$ cat config.mk
export PLATFORM = sky130hd
export DESIGN_NAME = if_id_fetch
export DESIGN_NICKNAME = d
export VERILOG_FILES = /design/src/rtl/if_id_fetch.sv
export SDC_FILE = /design/constraint.sdc
export NUM_CORES = 1
export LEC_CHECK = 0
export CORE_MARGIN = 1
export CORE_UTILIZATION = 50
export DETAILED_ROUTE_END_ITERATION = 10
export PLACE_DENSITY = 0.85
export SKIP_CTS_REPAIR_TIMING = 1
export SLEW_MARGIN = 20
export SYNTH_ARGS = -nofsm -noshare
export SYNTH_HDL_FRONTEND = slang
export SYNTH_SLANG_ARGS = --single-unit
$ cat constraint.sdc
create_clock -name clk -period 2.7 [get_ports clk]
set_input_delay 0.675 -clock clk [delete_from_list [all_inputs] [get_ports clk]]
set_output_delay 0.675 -clock clk [all_outputs]
set_load 0.005 [all_outputs]
$ cat src/rtl/if_id_fetch.sv
// ---------------------------------------------------------------------------
// if_id_fetch
//   Instruction fetch stage plus the IF/ID pipeline register.
//
//   The PC drives the instruction memory address directly. A small FSM adds
//   one BOOT cycle after reset, which loads a bubble into IF/ID. After that
//   the FSM tracks whether the hazard unit is holding the PC (HOLD) or not
//   (RUN). A 16-bit saturating counter records the number of stalled cycles.
//
// Ports
//   clk            : sole clock, rising edge
//   rst_n          : asynchronous active-low reset
//   pc_write       : 1 = PC advances or redirects, 0 = PC holds
//   if_id_write    : 1 = IF/ID loads, 0 = IF/ID holds (wins over flush)
//   if_id_flush    : load a bubble instead of the fetched word
//   redirect_valid : taken branch/jump resolved in ID this cycle
//   redirect_pc    : target address used with redirect_valid
//   imem_addr      : instruction memory address (the PC)
//   imem_rdata     : combinational read data for imem_addr
//   if_id_instr    : registered instruction word sent to ID
//   if_id_pc4      : registered PC+4 of that instruction
//   if_id_valid    : IF/ID holds a real instruction
//   stall_cnt      : saturating count of pc_write=0 cycles in RUN/HOLD
//   fsm_state      : debug view of the FSM (0 BOOT, 1 RUN, 2 HOLD)
//
// Handshake: this stage has no valid/ready pair. The hazard unit owns flow
// control through pc_write and if_id_write. Each enable acts alone, with no
// cross-check. if_id_valid only marks bubbles, so ID must not treat it as a
// request that needs an acknowledgement.
// ---------------------------------------------------------------------------
module if_id_fetch #(
  parameter logic [31:0] RESET_PC = 32'h0000_0000,
  parameter logic [31:0] NOP_WORD = 32'h0000_0000
) (
  input  logic        clk,
  input  logic        rst_n,
  input  logic        pc_write,
  input  logic        if_id_write,
  input  logic        if_id_flush,
  input  logic        redirect_valid,
  input  logic [31:0] redirect_pc,
  output logic [31:0] imem_addr,
  input  logic [31:0] imem_rdata,
  output logic [31:0] if_id_instr,
  output logic [31:0] if_id_pc4,
  output logic        if_id_valid,
  output logic [15:0] stall_cnt,
  output logic [1:0]  fsm_state
);

  typedef enum logic [1:0] {
    BOOT = 2'd0,
    RUN  = 2'd1,
    HOLD = 2'd2
  } state_t;

  state_t      state;
  state_t      state_nxt;
  logic [31:0] pc;
  logic [31:0] pc_nxt;
  logic [31:0] pc_plus4;
  logic [31:0] instr_nxt;
  logic [31:0] pc4_nxt;
  logic        valid_nxt;
  logic [15:0] cnt_nxt;

  assign imem_addr = pc;
  assign pc_plus4  = pc + 32'd4;   // 32-bit modulo: FFFF_FFFC wraps to 0
  assign fsm_state = state;

  always_ff @(posedge clk or negedge rst_n) begin
    if (!rst_n) begin
      state       <= BOOT;
      pc          <= RESET_PC;
      if_id_instr <= NOP_WORD;
      if_id_pc4   <= 32'd0;
      if_id_valid <= 1'b0;
      stall_cnt   <= 16'd0;
    end else begin
      state       <= state_nxt;
      pc          <= pc_nxt;
      if_id_instr <= instr_nxt;
      if_id_pc4   <= pc4_nxt;
      if_id_valid <= valid_nxt;
      stall_cnt   <= cnt_nxt;
    end
  end

  always_comb begin
    state_nxt = state;
    pc_nxt    = pc;
    instr_nxt = if_id_instr;
    pc4_nxt   = if_id_pc4;
    valid_nxt = if_id_valid;
    cnt_nxt   = stall_cnt;

    case (state)
      BOOT: begin
        // The PC holds, so the first real fetch happens from RESET_PC.
        state_nxt = RUN;
        instr_nxt = NOP_WORD;
        pc4_nxt   = 32'd0;
        valid_nxt = 1'b0;
      end
      default: begin
        state_nxt = pc_write ? RUN : HOLD;

        if (pc_write) begin
          // The delay slot means a redirect only retargets the PC. The word
          // fetched this cycle still enters IF/ID.
          pc_nxt = redirect_valid ? redirect_pc : pc_plus4;
        end else if (stall_cnt != 16'hFFFF) begin
          // A stalled redirect is dropped; ID re-asserts it later.
          cnt_nxt = stall_cnt + 16'd1;
        end

        if (if_id_write) begin
          instr_nxt = if_id_flush ? NOP_WORD : imem_rdata;
          pc4_nxt   = pc_plus4;
          valid_nxt = !if_id_flush;
        end
      end
    endcase
  end

endmodule
* Yosys cells after proc, flatten, opt, wreduce, memory -nomap -nowiden
Cells that the tools add are included.
Widths: inputs -> output; s select.
** Word-level totals
- Output and inout bits :: 115
- Word-level logic and storage cells :: 26
- Bits of input ports :: 70
- Bits in registers :: 115
** Operators by class
- Equality and inequality tests :: 1
- Reduce and logical (&&, ||, !) cells :: 5
- Bitwise gates (word level) :: 2
- Add/subtract/negate cells :: 2
- Multiplexer cells :: 10
** Operator list (count)
- $mux 32 :: 6
- $add 32x3->32 const B :: 1
- $add 16x1->16 const B :: 1
- $ne 16x16->1 const B :: 1
- $mux 2 :: 2
- $reduce_and 3->1 :: 1
- $logic_not 2->1 :: 1
- $mux 1 :: 2
- $not 1->1 :: 2
- $reduce_and 2->1 :: 1
- $reduce_bool 2->1 :: 1
- $logic_not 1->1 :: 1

* Depth between registers and ports, before layout
- Depth in word-level cells :: 3
- Gate-level depth with buffers :: 6
- Gate-level depth less buffers :: 6

* Worst setup path after synthesis
No wires, ideal clock.
- Kind :: register to register
- From :: register pc[2], in the netlist imem_addr[2]
- To :: register if_id_pc4[24]
- Data required time :: 2574 ps
- Data arrival time :: 1665 ps
- Library setup time :: 126 ps
- Clock period less this slack :: 1791 ps
- Buffers on the path :: 1
- Stages on the path, launching flop included :: 7
- Slack :: 909 ps
- Path through :: dfrtp_1 ha_1 nand3_1 nor2_1 clkbuf_1 a311oi_1 a221o_1
** Between the ends
- Cells in the longest elaborated chain, start to end :: 3
** RTL lines
- start, declared :: RTL line 59 : logic [31:0] pc;
- start signal, assigned :: RTL line 81 : pc <= pc_nxt;
- $add 32x3->32 :: RTL line 68 : assign pc_plus4 = pc + 32'd4;
- $mux 32 :: RTL line 117 : if (if_id_write) begin
- $mux 32 :: RTL line 97 : case (state)
- end signal, assigned :: RTL line 83 : if_id_pc4 <= pc4_nxt;
- end, declared :: RTL line 45 : output logic [31:0] if_id_pc4,
No other way between the ends. The select of a mux whose other input is x is not followed.
A chain may end at the register's enable or synchronous reset.

* Worst setup path in the final report
- From :: register pc[2], in the netlist imem_addr[2]
- To :: register pc[14], in the netlist imem_addr[14]
** Between the ends
- Cells in the longest elaborated chain, start to end :: 2
** RTL lines
- $add 32x3->32 :: RTL line 68
- $mux 32 :: RTL line 111 : pc_nxt = redirect_valid ? redirect_pc : pc_plus4;
No other way between the ends.

==> results.cfg <==
[sta]
setup_viol = 0
rsz0062_at_grt = false
worst_clock_skew_ns = 0.00534
drv_slew = 0
min_period_ns = 2.23
tns_ns = 0
slew_headroom_pct = 44.1
final.period_utilization_pct = 82.6
fmax_mhz = 448
worst_pin_slew_ns = 0.838
finalHoldViolCount = 0

[worst_hold_path]
min_path_type = in2async

[cts]
cts_buffer_depth = 2
path_clk_slew_ns = 0.05
cts_root_buffer = clkbuf_16
cts_inserted_buffers = 17
clock_latency_ns = 0.42
cts_tree = done
h-tree-depth = 4
cts.sinks = 115

[floorplan]
top_level_ports = 185
coreArea_sq_um = 11400
fp.dieH_microns = 110
start_util_pct = 51.2
rows = 39
die_area_sq_um = 12100
die_x_microns = 110

[critical_path]
crit_path_start_kind = flip-flop
crit_path_max_fanout = 8
end_kind = flip-flop
r2r_end = imem_addr[14]
path_class = reg2reg
rr_startpoint = imem_addr[2]
rrSetupSlack_ns = 0.47
required_ns = 3.01
cp_data_arrival_time_ns = 2.54
r2r_cells = 5

[logic_synthesis]
syn-num-nets = 667
synth_area_per_cell_sq_um = 9.83
async_reset_ff_share_pct = 100
synth_cell_types = 62
synth_edf_count = 0
seq_area_frac_synth_pct = 49.2
yosysWarnings = 0
yosys_register_bits = 115
syn-cell-area_sq_um = 5850
netlist_instances = 595
ys.flop_type = dfrtp_1

[drt]
first_iter_violations = 449
wirelength_mm = 18.4
firstDrtPassIters = 6
wl_per_cell_microns = 19.8
vias_per_cell = 6.21
detail-route-antenna-nets = 0
drc = 0
vias = 5756

[place]
io_buffers = 184
placedCellCount = 895
place_congestion = 0.907
post-dp-hpwl_mm = 12.3

[final_layout]
layout-drive-gt1-share_pct = 9.31
seq_area_sq_um = 2880
syn2layout_area_growth_pct = 46.1
multi_input_area_sq_um = 2760
antenna-diode-count = 0
final_nets = 843
fill_cells = 793
finalNonFillerCells = 927

[global_routing]
met3_usage_pct = 6.58
grt_max_degree = 61
gr-max-usage-layer = met2
met1_usage_pct = 39.4
track_usage_pct = 30.8
overflow = 0
grt_first_pass_wirelength_mm = 28.4
grt_pass1_vias = 5709
grt_util_met2_pct = 50.4
antenna_found_initial = 0

[power_and_ir_drop]
max-vdd-ir-drop_uv = 595
leakagePower_nw = 3.52
p_per_area_nw_per_um2 = 773
p_total_mw = 6.60

[job]
cap_violations = 0

[outcome]
status = finished clean
metal layers:
metal	part of all wire [%]	wire length, microns
met1	41	7490
met2	50	9120
met3	7.5	1390
met4	2.2	405
met5	0	0
Yosys cell counts (4+ instances only):
cell,count,area [sq um]
nand2_1,51,191
a311oi_1,4,35.0
nor2_1,38,143
and3_1,17,106
xor2_1,12,105
nor3_1,26,130
buf_2,12,60.1
and4_1,5,43.8
xnor2_1,13,114
nand3_1,31,155
o21ai_1,4,20.0
or3_1,8,50.1
a22o_1,36,315
dfrtp_1,115,2880
o211ai_1,16,120
a21oi_1,14,70.1
inv_1,9,33.8
nand4_1,16,100
o21a_1,5,37.5
o21ai_0,27,135
a22oi_1,4,30.0
nor4_1,9,56.3
a31oi_1,11,68.8
mux2_2,4,45.0
a221o_1,8,80.1
clkbuf_1,33,124
cell type report:
| type | instances | area share (%) |
|---|---|---|
| Clock buffer | 18 | 5.14 |
| Clock inverter | 14 | 2.74 |
| Inverter | 10 | 0.439 |
| Multi-Input combinational cell | 423 | 32.3 |
| Sequential cell | 115 | 33.7 |
| Tap cell | 143 | 2.09 |
| Timing Repair Buffer | 204 | 23.7 |
sequential cells by signal, indices dropped and copies added (netlist names):
register	flops
fsm_state	2
if_id_instr	32
stall_cnt	16
if_id_pc4	32
if_id_valid	1
imem_addr	32
metrics by stage:
| stage | area (sq um) | setup slack, ns | hold slack, ns | utilization, % |
|---|---|---|---|---|
| after detailed placement | 7880 | 0.339 | 0.480 | 69.0 |
| after CTS | 8550 | 0.470 | 0.382 | 74.9 |
| final | 8550 | 0.470 | 0.355 | 74.9 |
| after global placement | 7880 | 0.421 | 0.468 | 69.0 |
| after floorplan | 5850 | 0.909 | 0.379 | - |
| after global routing | 8550 | 0.348 | 0.418 | 74.9 |
worst max-delay path: stages, from the launching register on:
cell     delay (ns)
dfrtp_1        0.48
ha_1           0.32
nand3_1        0.29
nor4_1         0.62
a31oi_1        0.19
o22a_1         0.21
worst max-delay path by stage:
stage / startpoint / to / slack, ns / cells past startpoint
floorplan: redirect_valid / imem_addr[4] / 0.91 / 6
global placement: if_id_write / if_id_pc4[29] / 0.42 / 5
detailed placement: if_id_write / if_id_pc4[29] / 0.34 / 5
CTS: imem_addr[15] / imem_addr[15] / 0.47 / 1
global route: imem_addr[2] / imem_addr[14] / 0.35 / 5
finish: imem_addr[2] / imem_addr[14] / 0.47 / 5
power breakdown:
part / switching, mW / leakage (nW) / total (mW) / internal (mW)
Sequential: 0.440 / 1.43 / 2.46 / 2.02
Combinational: 0.644 / 1.75 / 1.56 / 0.917
Clock: 0.832 / 0.330 / 2.58 / 1.75
Total: 1.92 / 3.52 / 6.60 / 4.69
cells by family (layout without fill, tap and decap cells):
family	count (synthesis)	after routing	synth area share, %
AND/OR/NAND/NOR	229	229	21.2
AO/OA/AOI/OAI	161	161	20.4
flip-flops	115	115	49.2
buffers and inverters	57	246	3.96
XOR/XNOR	25	25	3.74
multiplexers	6	6	1.11
adder cells (fa/ha/maj)	2	2	0.428
cells in the final DEF (no fill, tap or decap), types with 17 or more instances in the layout:
cell and count:
nand2_1 51, nor3_1 26, clkbuf_16 17, nor2_1 36, dfrtp_1 115, buf_4 18
nand3_1 31, clkdlybuf4s50_1 182, a22o_1 36, and3_1 17, o21ai_0 26
(Power assumes the default switching activity.)
